===== src/rtl/bcd_pkg.sv =====
// Shared BCD constants and the digit-validity helper used by the multi-digit counter.
package bcd_pkg;

  localparam int         BCD_W   = 4;
  localparam logic [3:0] BCD_MAX = 4'd9;
  localparam logic [3:0] BCD_MIN = 4'd0;

  function automatic logic is_bcd(input logic [BCD_W-1:0] digit);
    return digit <= BCD_MAX;
  endfunction

endpackage


===== src/rtl/bcd_digit.sv =====
// One BCD decade: load, increment or decrement on en_in, with 9<->0 rollover.
module bcd_digit
  import bcd_pkg::*;
(
  input  logic             clk,
  input  logic             rstn,
  input  logic             en_in,
  input  logic             up_dn,
  input  logic             load,
  input  logic [BCD_W-1:0] load_digit,
  output logic [BCD_W-1:0] digit,
  output logic             at_max,
  output logic             at_min,
  output logic             bad
);

  assign at_max = (digit == BCD_MAX);
  assign at_min = (digit == BCD_MIN);
  assign bad    = ~is_bcd(load_digit);

  // An invalid load digit becomes 0, so the counter never holds a non-BCD value.
  always_ff @(posedge clk) begin
    if (!rstn) begin
      digit <= BCD_MIN;
    end else if (load) begin
      digit <= bad ? BCD_MIN : load_digit;
    end else if (en_in) begin
      if (up_dn) begin
        digit <= at_max ? BCD_MIN : digit + 4'd1;
      end else begin
        digit <= at_min ? BCD_MAX : digit - 4'd1;
      end
    end
  end

endmodule


===== src/rtl/bcd_updown_par_cntr.sv =====
// Multi-decade BCD up/down counter with parallel load, wrap/saturate mode,
// sticky overflow and a cascade carry.
module bcd_updown_par_cntr
  import bcd_pkg::*;
#(
  parameter int DIGITS = 4,
  parameter bit WRAP   = 1'b1
) (
  input  logic                  clk,
  input  logic                  rstn,
  input  logic                  cnt_en,
  input  logic                  up_dn,
  input  logic                  load,
  input  logic [4*DIGITS-1:0]   load_val,
  output logic [4*DIGITS-1:0]   count,
  output logic                  carry,
  output logic                  ovf,
  output logic                  bad_load
);

  logic [DIGITS-1:0] at_max;
  logic [DIGITS-1:0] at_min;
  logic [DIGITS-1:0] bad;
  logic [DIGITS-1:0] sel;
  logic [DIGITS-1:0] en_in;
  logic              tc;
  logic              sat_hold;
  logic              step_en;

  assign sel      = up_dn ? at_max : at_min;
  assign tc       = &sel;
  assign carry    = cnt_en & ~load & tc;
  assign sat_hold = !WRAP && tc;
  assign step_en  = cnt_en & ~load & ~sat_hold;

  // Each decade steps only when every lower decade sits at its rollover value.
  genvar i;
  generate
    for (i = 0; i < DIGITS; i++) begin : g_digit
      if (i == 0) begin : g_first
        assign en_in[i] = step_en;
      end else begin : g_rest
        assign en_in[i] = en_in[i-1] & sel[i-1];
      end

      bcd_digit u_digit (
        .clk        (clk),
        .rstn       (rstn),
        .en_in      (en_in[i]),
        .up_dn      (up_dn),
        .load       (load),
        .load_digit (load_val[4*i +: 4]),
        .digit      (count[4*i +: 4]),
        .at_max     (at_max[i]),
        .at_min     (at_min[i]),
        .bad        (bad[i])
      );
    end
  endgenerate

  always_ff @(posedge clk) begin
    if (!rstn) begin
      ovf      <= 1'b0;
      bad_load <= 1'b0;
    end else begin
      bad_load <= load & (|bad);
      if (load) begin
        ovf <= 1'b0;
      end else if (carry) begin
        ovf <= 1'b1;
      end
    end
  end

endmodule


===== config.mk =====
export PLATFORM = sky130hd
export DESIGN_NAME = bcd_updown_par_cntr
export DESIGN_NICKNAME = d
export VERILOG_FILES = /design/src/rtl/bcd_pkg.sv /design/src/rtl/bcd_digit.sv /design/src/rtl/bcd_updown_par_cntr.sv
export SDC_FILE = /design/constraint.sdc
export NUM_CORES = 1
export LEC_CHECK = 0
export ABC_AREA = 1
export BUFFER_PORTS_ARGS = -buffer_cell sky130_fd_sc_hd__buf_2
export CAP_MARGIN = 10
export CORE_MARGIN = 3
export CORE_UTILIZATION = 45
export DETAILED_ROUTE_END_ITERATION = 12
export PLACE_DENSITY_LB_ADDON = 0.05
export SYNTH_ARGS = -nofsm -noshare
export SYNTH_HDL_FRONTEND = slang
export SYNTH_SLANG_ARGS = --single-unit
export TNS_END_PERCENT = 1

===== constraint.sdc =====
create_clock -name clk -period 1.5 [get_ports clk]
set_input_delay 0.3 -clock clk [delete_from_list [all_inputs] [get_ports clk]]
set_output_delay 0.3 -clock clk [all_outputs]
set_load 0.005 [all_outputs]

# After elaboration in Yosys (flattened, before gate mapping)

Index checks and enable logic that the tools add are counted.

Add/subtract/negate cells: 8
$mul: 0
Divide/modulo/power cells: 0
$lt $le $gt $ge: 4
Eq/ne operators: 4
Shifts and indexed selects: 0
Multiplexer cells: 25
Bitwise gates (word level): 12
Reductions and logical operators: 11

Operator list:

| operator                                                           | number |
|---|---|
| 4-bit two-way mux                                                  | 25 |
| 4-bit by 1-bit adder with 4-bit output, second input constant      | 4 |
| 4-bit == test, second input constant                               | 4 |
| 4-bit less-or-equal comparator, second input constant              | 4 |
| 4-bit zero test                                                    | 4 |
| 4-bit by 1-bit subtractor with 4-bit output, second input constant | 4 |
| 2-bit nonzero test                                                 | 4 |
| 1-bit AND                                                          | 6 |
| 1-bit NOT                                                          | 6 |
| 4-bit AND reduction                                                | 1 |
| 4-bit OR reduction                                                 | 1 |
| 2-bit OR reduction                                                 | 1 |

Flip-flop bits (word level): 18
Latch bits: 0
Memory bits (writable): 0
ROM bits: 0
Input bits: 21
Output and inout bits: 19
Logic and storage cells: 70
Memories: 0

# Longest topological paths before layout

Gate-level depths: netlist (run 1).

Word-level depth: 7
Gate-level depth with buffers: 11
Mapped depth without buffers: 11

# By module

A second synthesis (run 1) with hierarchy kept.

Cell total of the unflattened synthesis: 306
Area total of the unflattened synthesis: 1706.6 um^2

Modules (own cells, without submodules):

| module              | times used | cells an instance | area an instance (um^2) | seq. area each (um^2) |
|---|---|---|---|---|
| bcd_digit           | 4          | 68                | 376.6                   | 80.1 |
| bcd_updown_par_cntr | 1          | 34                | 200.2                   | 40.0 |

# Worst setup path after synthesis (run 1)

OpenSTA, ideal clock, no wires.

Path type: reg2out
Start point: register g_digit[0].u_digit.digit[3]
End point: output port carry
Arrival: 1.065 ns
Required time: 1.200 ns
Slack: 0.135 ns
Stages on the path, launching flop included: 7
Buffers on the path: 0
Cell sequence: dfxtp_1 -> nand2_1 -> nor2_2 -> nor2_4 -> nor2_4 -> nand3_4 -> nor2_2

Word-level cells in the longest chain between the ends: 4
Elaborated cells between the ends (all ways): 5
Classes of those cells: eq/ne: 1; mux: 1; bitwise: 1; reduce/logical: 2

RTL lines:

| what                                                    | line                             | RTL |
|---|---|---|
| start, declared                                         | bcd_digit.sv:11                  | `output logic [BCD_W-1:0] digit,` |
| start signal, assigned                                  | bcd_digit.sv:26                  | `digit <= bad ? BCD_MIN : load_digit;` |
| start signal, assigned                                  | bcd_digit.sv:29                  | `digit <= at_max ? BCD_MIN : digit + 4'd1;` |
| start signal, assigned                                  | bcd_digit.sv:31                  | `digit <= at_min ? BCD_MAX : digit - 4'd1;` |
| 4-bit == test / 4-bit zero test (equally long branches) | bcd_digit.sv:17, bcd_digit.sv:18 |  |
| 4-bit two-way mux *                                     | bcd_updown_par_cntr.sv:30        | `assign sel = up_dn ? at_max : at_min;` |
| 4-bit AND reduction *                                   | bcd_updown_par_cntr.sv:31        | `assign tc = &sel;` |
| 1-bit AND *                                             | bcd_updown_par_cntr.sv:32        | `assign carry = cnt_en & ~load & tc;` |
| end, declared                                           | bcd_updown_par_cntr.sv:16        | `output logic carry,` |

Mark *: on every way between the ends. The rest lies on a longest branch, timed or not.

# Worst setup path after layout (run 1)

Start point: register g_digit[0].u_digit.digit[1]
End point: output port carry

The elaborated chain is that of the path after synthesis.

==> results.ini, run 1 <==
[status]
status=finished with violations
violations=negative setup slack

[yosys]
synth_compound_area_frac=0.195
synth.cell_area_mm2=0.00154
synth.area.top_cells=dfxtp_1 (23%), nand2_1 (17%), nor2_1 (11%)
async_flop_share=0
yosys-top-cells-count=nand2_1 (69), nor2_1 (47), inv_1 (34)
synth.distinct_cells=27
synth_top_family_by_area=simple AND/OR/NAND/NOR gates
synth_area_leader_cell=dfxtp_1
ys_seq_elements=18
synthAdderAreaFrac=0
synth_ff_type=dfxtp_1
synth-simple-area-share=0.434
synth_top_cell_area_share=0.234
synthMuxAreaShare=0
ys_seq_area_frac=0.234
yosys_warnings=0
synth.avg_cell_area_um2=5.66
synth.most_common_cell=nand2_1
synth_edf_count=0
synthXorXnorAreaFrac=0.0171
postSynthCellCount=272
syn_nets=293

[hold_path]
hold_depth=3
hp-class=input port to flop

[sta]
fmax_mhz=562
finalHoldViolCount=0
finalClockSkew_ns=0.00555
final_max_slew_viol_count=0
worst_pin_slew_ns=0.345
rsz0062_at_grt=yes
setup_slack_ns=-0.278
relSlewSlack=0.768
setup_tns_ns=-0.278
setup_violations=1
fin_crit_sh=1.19
fin_crit_ns=1.78

[cts]
cts.sinks=18
clk_latency_ns=0.32
cts_tree=built
clockRootBuffer=clkbuf_4
cts_buffers=3
max-clock-path-buffers=2
clk_pin_slew_ns=0.12
htreeDepth=1

[setup_path]
path_class=flop to primary output
worstPathArrival_ns=1.48
r2r_cells=9
worstSetupStartpointType=flop
critPathCaptureType=primary output
crit_fanout=4
cp.required_ns=1.20
ff2ff_setup_slack_ns=0.08

[place]
routabilityCongestion=0.872
place_area_mm2=0.00196
dp_hpwl_um=3280
io_buffers=39
dp.cells=376

[die]
die-area_mm2=0.00416
die_h_um=64.5
ios=40
std_cell_rows=20
initial_utilization=0.488
coreArea_mm2=0.00315
fp.dieW_um=64.5

[layout]
n_antenna_cell=0
finalNonFillerCells=383
drive_above_1_share=0.345
synthToLayoutAreaGrowth_pct=35.2
fin_area_mm2=0.00208
layout.nets=361

[pwr]
p_per_area_mw_per_mm2=689
ir_worst_vdd_uv=450
totalPowerFinal_mw=1.43
p_leak_nw=1.08

[detailed_routing]
postRouteAntennaNets=0
drt-pass1-iter-count=4
wire_per_inst_um=11.1
drt-total-wl_um=4250
vias=1832
post-route-drc-count=0
drtIter0Drc=143
drt-vias-per-instance=4.78

[global_route]
grt-ovfl-total=0
grt_pass1_vias=1671
antenna_found_initial=0
grtUsageTotal=0.217
grt_pass1_wl_um=7140
grt_start_max_net_pins=24

[job]
cap_viol_max_count=0

==> where the power goes <==
part           leakage, nW  internal (mW)  switching (mW)
Combinational        0.909          0.242           0.293
Sequential           0.154          0.518          0.0457
Clock               0.0210          0.149           0.186
==> cell families (layout without fill, tap and decap cells) <==
family,count (synthesis),in the layout
XOR/XNOR,3,3
AND/OR/NAND/NOR,152,152
AO/OA/AOI/OAI,56,56
flip-flops,18,18
buffers and inverters,43,110
==> registers in the layout, summed over array words and instances (netlist names) <==
signal                 flops
g_digit.u_digit.digit     16
bad_load                   1
ovf                        1
==> per-stage QoR <==
stage	setup slack, ns	util	hold slack [ns]
5_1_grt	-0.396	0.660	0.235
4_1_cts	-0.283	0.645	0.252
3_3_place_gp	0.0241	0.622	0.444
3_5_place_dp	-0.0434	0.622	0.451
2_1_floorplan	0.135	-	0.464
6_report	-0.278	0.660	0.247
==> per-layer routing <==
metal | part of all wire | wire [µm] | GRT usage | vias to the layer above
li1 | - | - | - | 1001
met2 | 0.48 | 2020 | 0.372 | 37
met3 | 0.043 | 181 | 0.0225 | 5
met4 | 0.014 | 60 | 0.0792 | 0
met5 | 0 | 0 | 0 | -
met1 | 0.47 | 1990 | 0.279 | 789
==> final cells by class <==
cell class | count | area (µm²)
multi-input cells | 211 | 1030
fillers | 336 | 1070
repair buffers | 69 | 420
clock buffers | 4 | 36.3
flip-flops and latches | 18 | 384
well taps | 44 | 55.1
inverters | 37 | 153
==> final timing paths <==
kind,start,end
worst max-delay path,g_digit[0].u_digit.digit[1],carry
worst min-delay path,load_val[0],g_digit[0].u_digit.digit[0]
worst max register to register,g_digit[0].u_digit.digit[1],g_digit[3].u_digit.digit[3]
worst min register to register,ovf,ovf
==> worst max-delay path, stage by stage, from the launching register on <==
cell and delay [ns]:
dfxtp_4 0.38, nor2_4 0.11, nand2_2 0.07, nand2_2 0.06, nand2_2 0.06, nor2_4 0.14, nand3_4 0.11, nor2_4 0.09
buf_2 0.11
==> cells in the final DEF, fill, tap and decap left out, types with 2 or more instances in the layout <==
| master | instances |
|---|---|
| dfxtp_4 | 3 |
| clkbuf_4 | 3 |
| nand2_1 | 67 |
| nand2_4 | 2 |
| dfxtp_1 | 5 |
| nand2_2 | 5 |
| o21ai_0 | 28 |
| buf_4 | 30 |
| buf_2 | 39 |
| xor2_1 | 3 |
| dfxtp_2 | 10 |
| a21oi_1 | 19 |
| nor2_1 | 40 |
| a31oi_1 | 2 |
| nor2_4 | 5 |
| inv_1 | 31 |
| nor2_2 | 9 |
| nand3_1 | 21 |
| inv_2 | 5 |
==> what timing repair did <==
item | 4_1_cts | 5_1_grt
resized for setup | 17 | 14
hold buffers | 0 | 0
gates cloned | 0 | 0
pin swaps | 1 | 3
setup buffers | 1 | 2
endpoints found under the setup margin | 4 | 6
Power figures use the tool's default switching activity.
==> inputs of run 2 (changes only) <==
- CORE_MARGIN: 3 -> 2
==> run 2 against run 1 <==
  * Setup slack better by 0.051 ns
  * Non-clock buffer count down 5
  * The flow still finishes with violations (negative setup slack)
  * Sequential share of layout area is 0.49 points higher
  * Power down 7.2%
  * Fmax up 3.0%
  * Largest cell class unchanged
  * Hold slack improved by 0.022 ns
  * Design area shrank 2.9%
==> results.ini, run 2 (synthesis gave the netlist of run 1 again) <==
[status]
status=finished with violations
violations=negative setup slack

[setup_path]
timing.rr.end=g_digit[2].u_digit.digit[1]
cp.required_ns=1.20
worstSetupStartpointType=flop
worstPathArrival_ns=1.43
crit_slowest_cell=dfxtp_4
path_cells=inv_2 > nand2_2 > nor2_2 > nor2_4 > nor2_4 > nand3_4 > nor2_4 > buf_2
cpMostUsedCell=nor2_4
timing.rr.start=g_digit[0].u_digit.digit[2]
critPathCaptureType=primary output
critPathMaxStageDelay_ns=0.38
ff2ff_setup_slack_ns=0.11
r2r_cells=11
crit_fanout=3
path_class=flop to primary output

[sta]
fmax_mhz=579
relSlewSlack=0.789
finalClockSkew_ns=0.00508
worst_pin_slew_ns=0.313
fin_crit_sh=1.15
final_max_slew_viol_count=0
setup_violations=1
finalHoldViolCount=0
fin_crit_ns=1.73
whs_ns=0.269
setup_tns_ns=-0.227
setup_slack_ns=-0.227
rsz0062_at_grt=yes

[cts]
clk_latency_ns=0.30
clk_pin_slew_ns=0.12
htreeDepth=1
clockRootBuffer=clkbuf_4
cts.sinks=18
cts_buffers=3
cts_tree=built
max-clock-path-buffers=2

[hold_path]
min_from=load_val[0]
hp-class=input port to flop
hold_end=g_digit[0].u_digit.digit[0]
hold_depth=3

[detailed_routing]
drt-total-wl_um=3970
post-route-drc-count=0
drt-vias-per-instance=4.84
vias=1834
drt-pass1-iter-count=4
wire_per_inst_um=10.5
drtIter0Drc=137
postRouteAntennaNets=0

[layout]
synthToLayoutAreaGrowth_pct=31.3
most-common-layout-cells=nand2_1 (67), nor2_1 (44), buf_2 (39)
fin_area_mm2=0.00202
finalNonFillerCells=379
largest_reg_flops=16
n_antenna_cell=0
drive_above_1_share=0.315
fillers=360
post-route-util=0.610
top_regs=g_digit.u_digit.digit (16), bad_load (1), ovf (1)
largest_register=g_digit.u_digit.digit
layout.nets=356
final_common_cell=nand2_1

[global_route]
grt_start_max_net_pins=24
grt_pass1_vias=1600
grt_pass1_wl_um=6860
grtUsageTotal=0.212
antenna_found_initial=0
grt-ovfl-total=0

[place]
dp_hpwl_um=3090
io_buffers=39
pre_cts_ws_ns=0.0316
dp.cells=374
place_area_mm2=0.00193
routabilityCongestion=0.937

[pwr]
ir_worst_vdd_uv=387
p_leak_nw=1.05
p_per_area_mw_per_mm2=658
totalPowerFinal_mw=1.33

[die]
fp.dieW_um=62.5
die_h_um=62.5
initial_utilization=0.465
coreArea_mm2=0.00331
ios=40
std_cell_rows=21
die-area_mm2=0.00390

[job]
cap_viol_max_count=0

==> run 2: changes by cell type in the layout (fill, tap and decap cells not counted), sizes merged <==
| cell | previous run | this run |
|---|---|---|
| buf | 69 | 64 |
| clkbuf | 4 | 3 |
==> run 2: area by class of cell <==
| cell class | instances | area [µm²] | area share |
|---|---|---|---|
| Multi-Input combinational cell | 211 | 1020 | 0.506 |
| Sequential cell | 18 | 383 | 0.189 |
| Timing Repair Buffer | 64 | 383 | 0.189 |
| Inverter | 37 | 153 | 0.0755 |
| Tap cell | 46 | 57.6 | 0.0285 |
| Clock buffer | 3 | 22.5 | 0.0111 |
==> run 2: report_power, final <==
group	total (mW)	switching [mW]	internal, mW
logic	0.504	0.278	0.227
registers	0.562	0.0469	0.515
clock network	0.263	0.170	0.0937
total	1.33	0.494	0.836
==> run 2: worst max path at each step <==
stage,from,end,cells after the start
4_1_cts,g_digit[0].u_digit.digit[2],carry,8
2_1_floorplan,g_digit[0].u_digit.digit[3],carry,6
5_1_grt,g_digit[2].u_digit.digit[2],carry,8
3_5_place_dp,up_dn,g_digit[2].u_digit.digit[1],10
6_report,g_digit[0].u_digit.digit[2],carry,8
3_3_place_gp,g_digit[1].u_digit.digit[0],carry,9
==> run 2: per-layer routing <==
metal	global-route usage	share of wire
met5	0	0
met4	0.0667	0.012
met3	0.0216	0.038
met2	0.372	0.49
met1	0.273	0.46
==> run 2: what timing repair did <==
action                     in CTS  in global routing
pin swaps                       4                  1
buffers inserted                2                  0
gates cloned                    0                  0
gates resized for setup        17                 10
hold buffers                    0                  0
setup endpoints to repair       1                  9
==> run 2: critical path, delay by kind of cell, from the launching register on <==
kind                   cells  cell delay, ns
flip-flops                 1            0.38
AND/OR/NAND/NOR            6            0.57
buffers and inverters      2            0.18
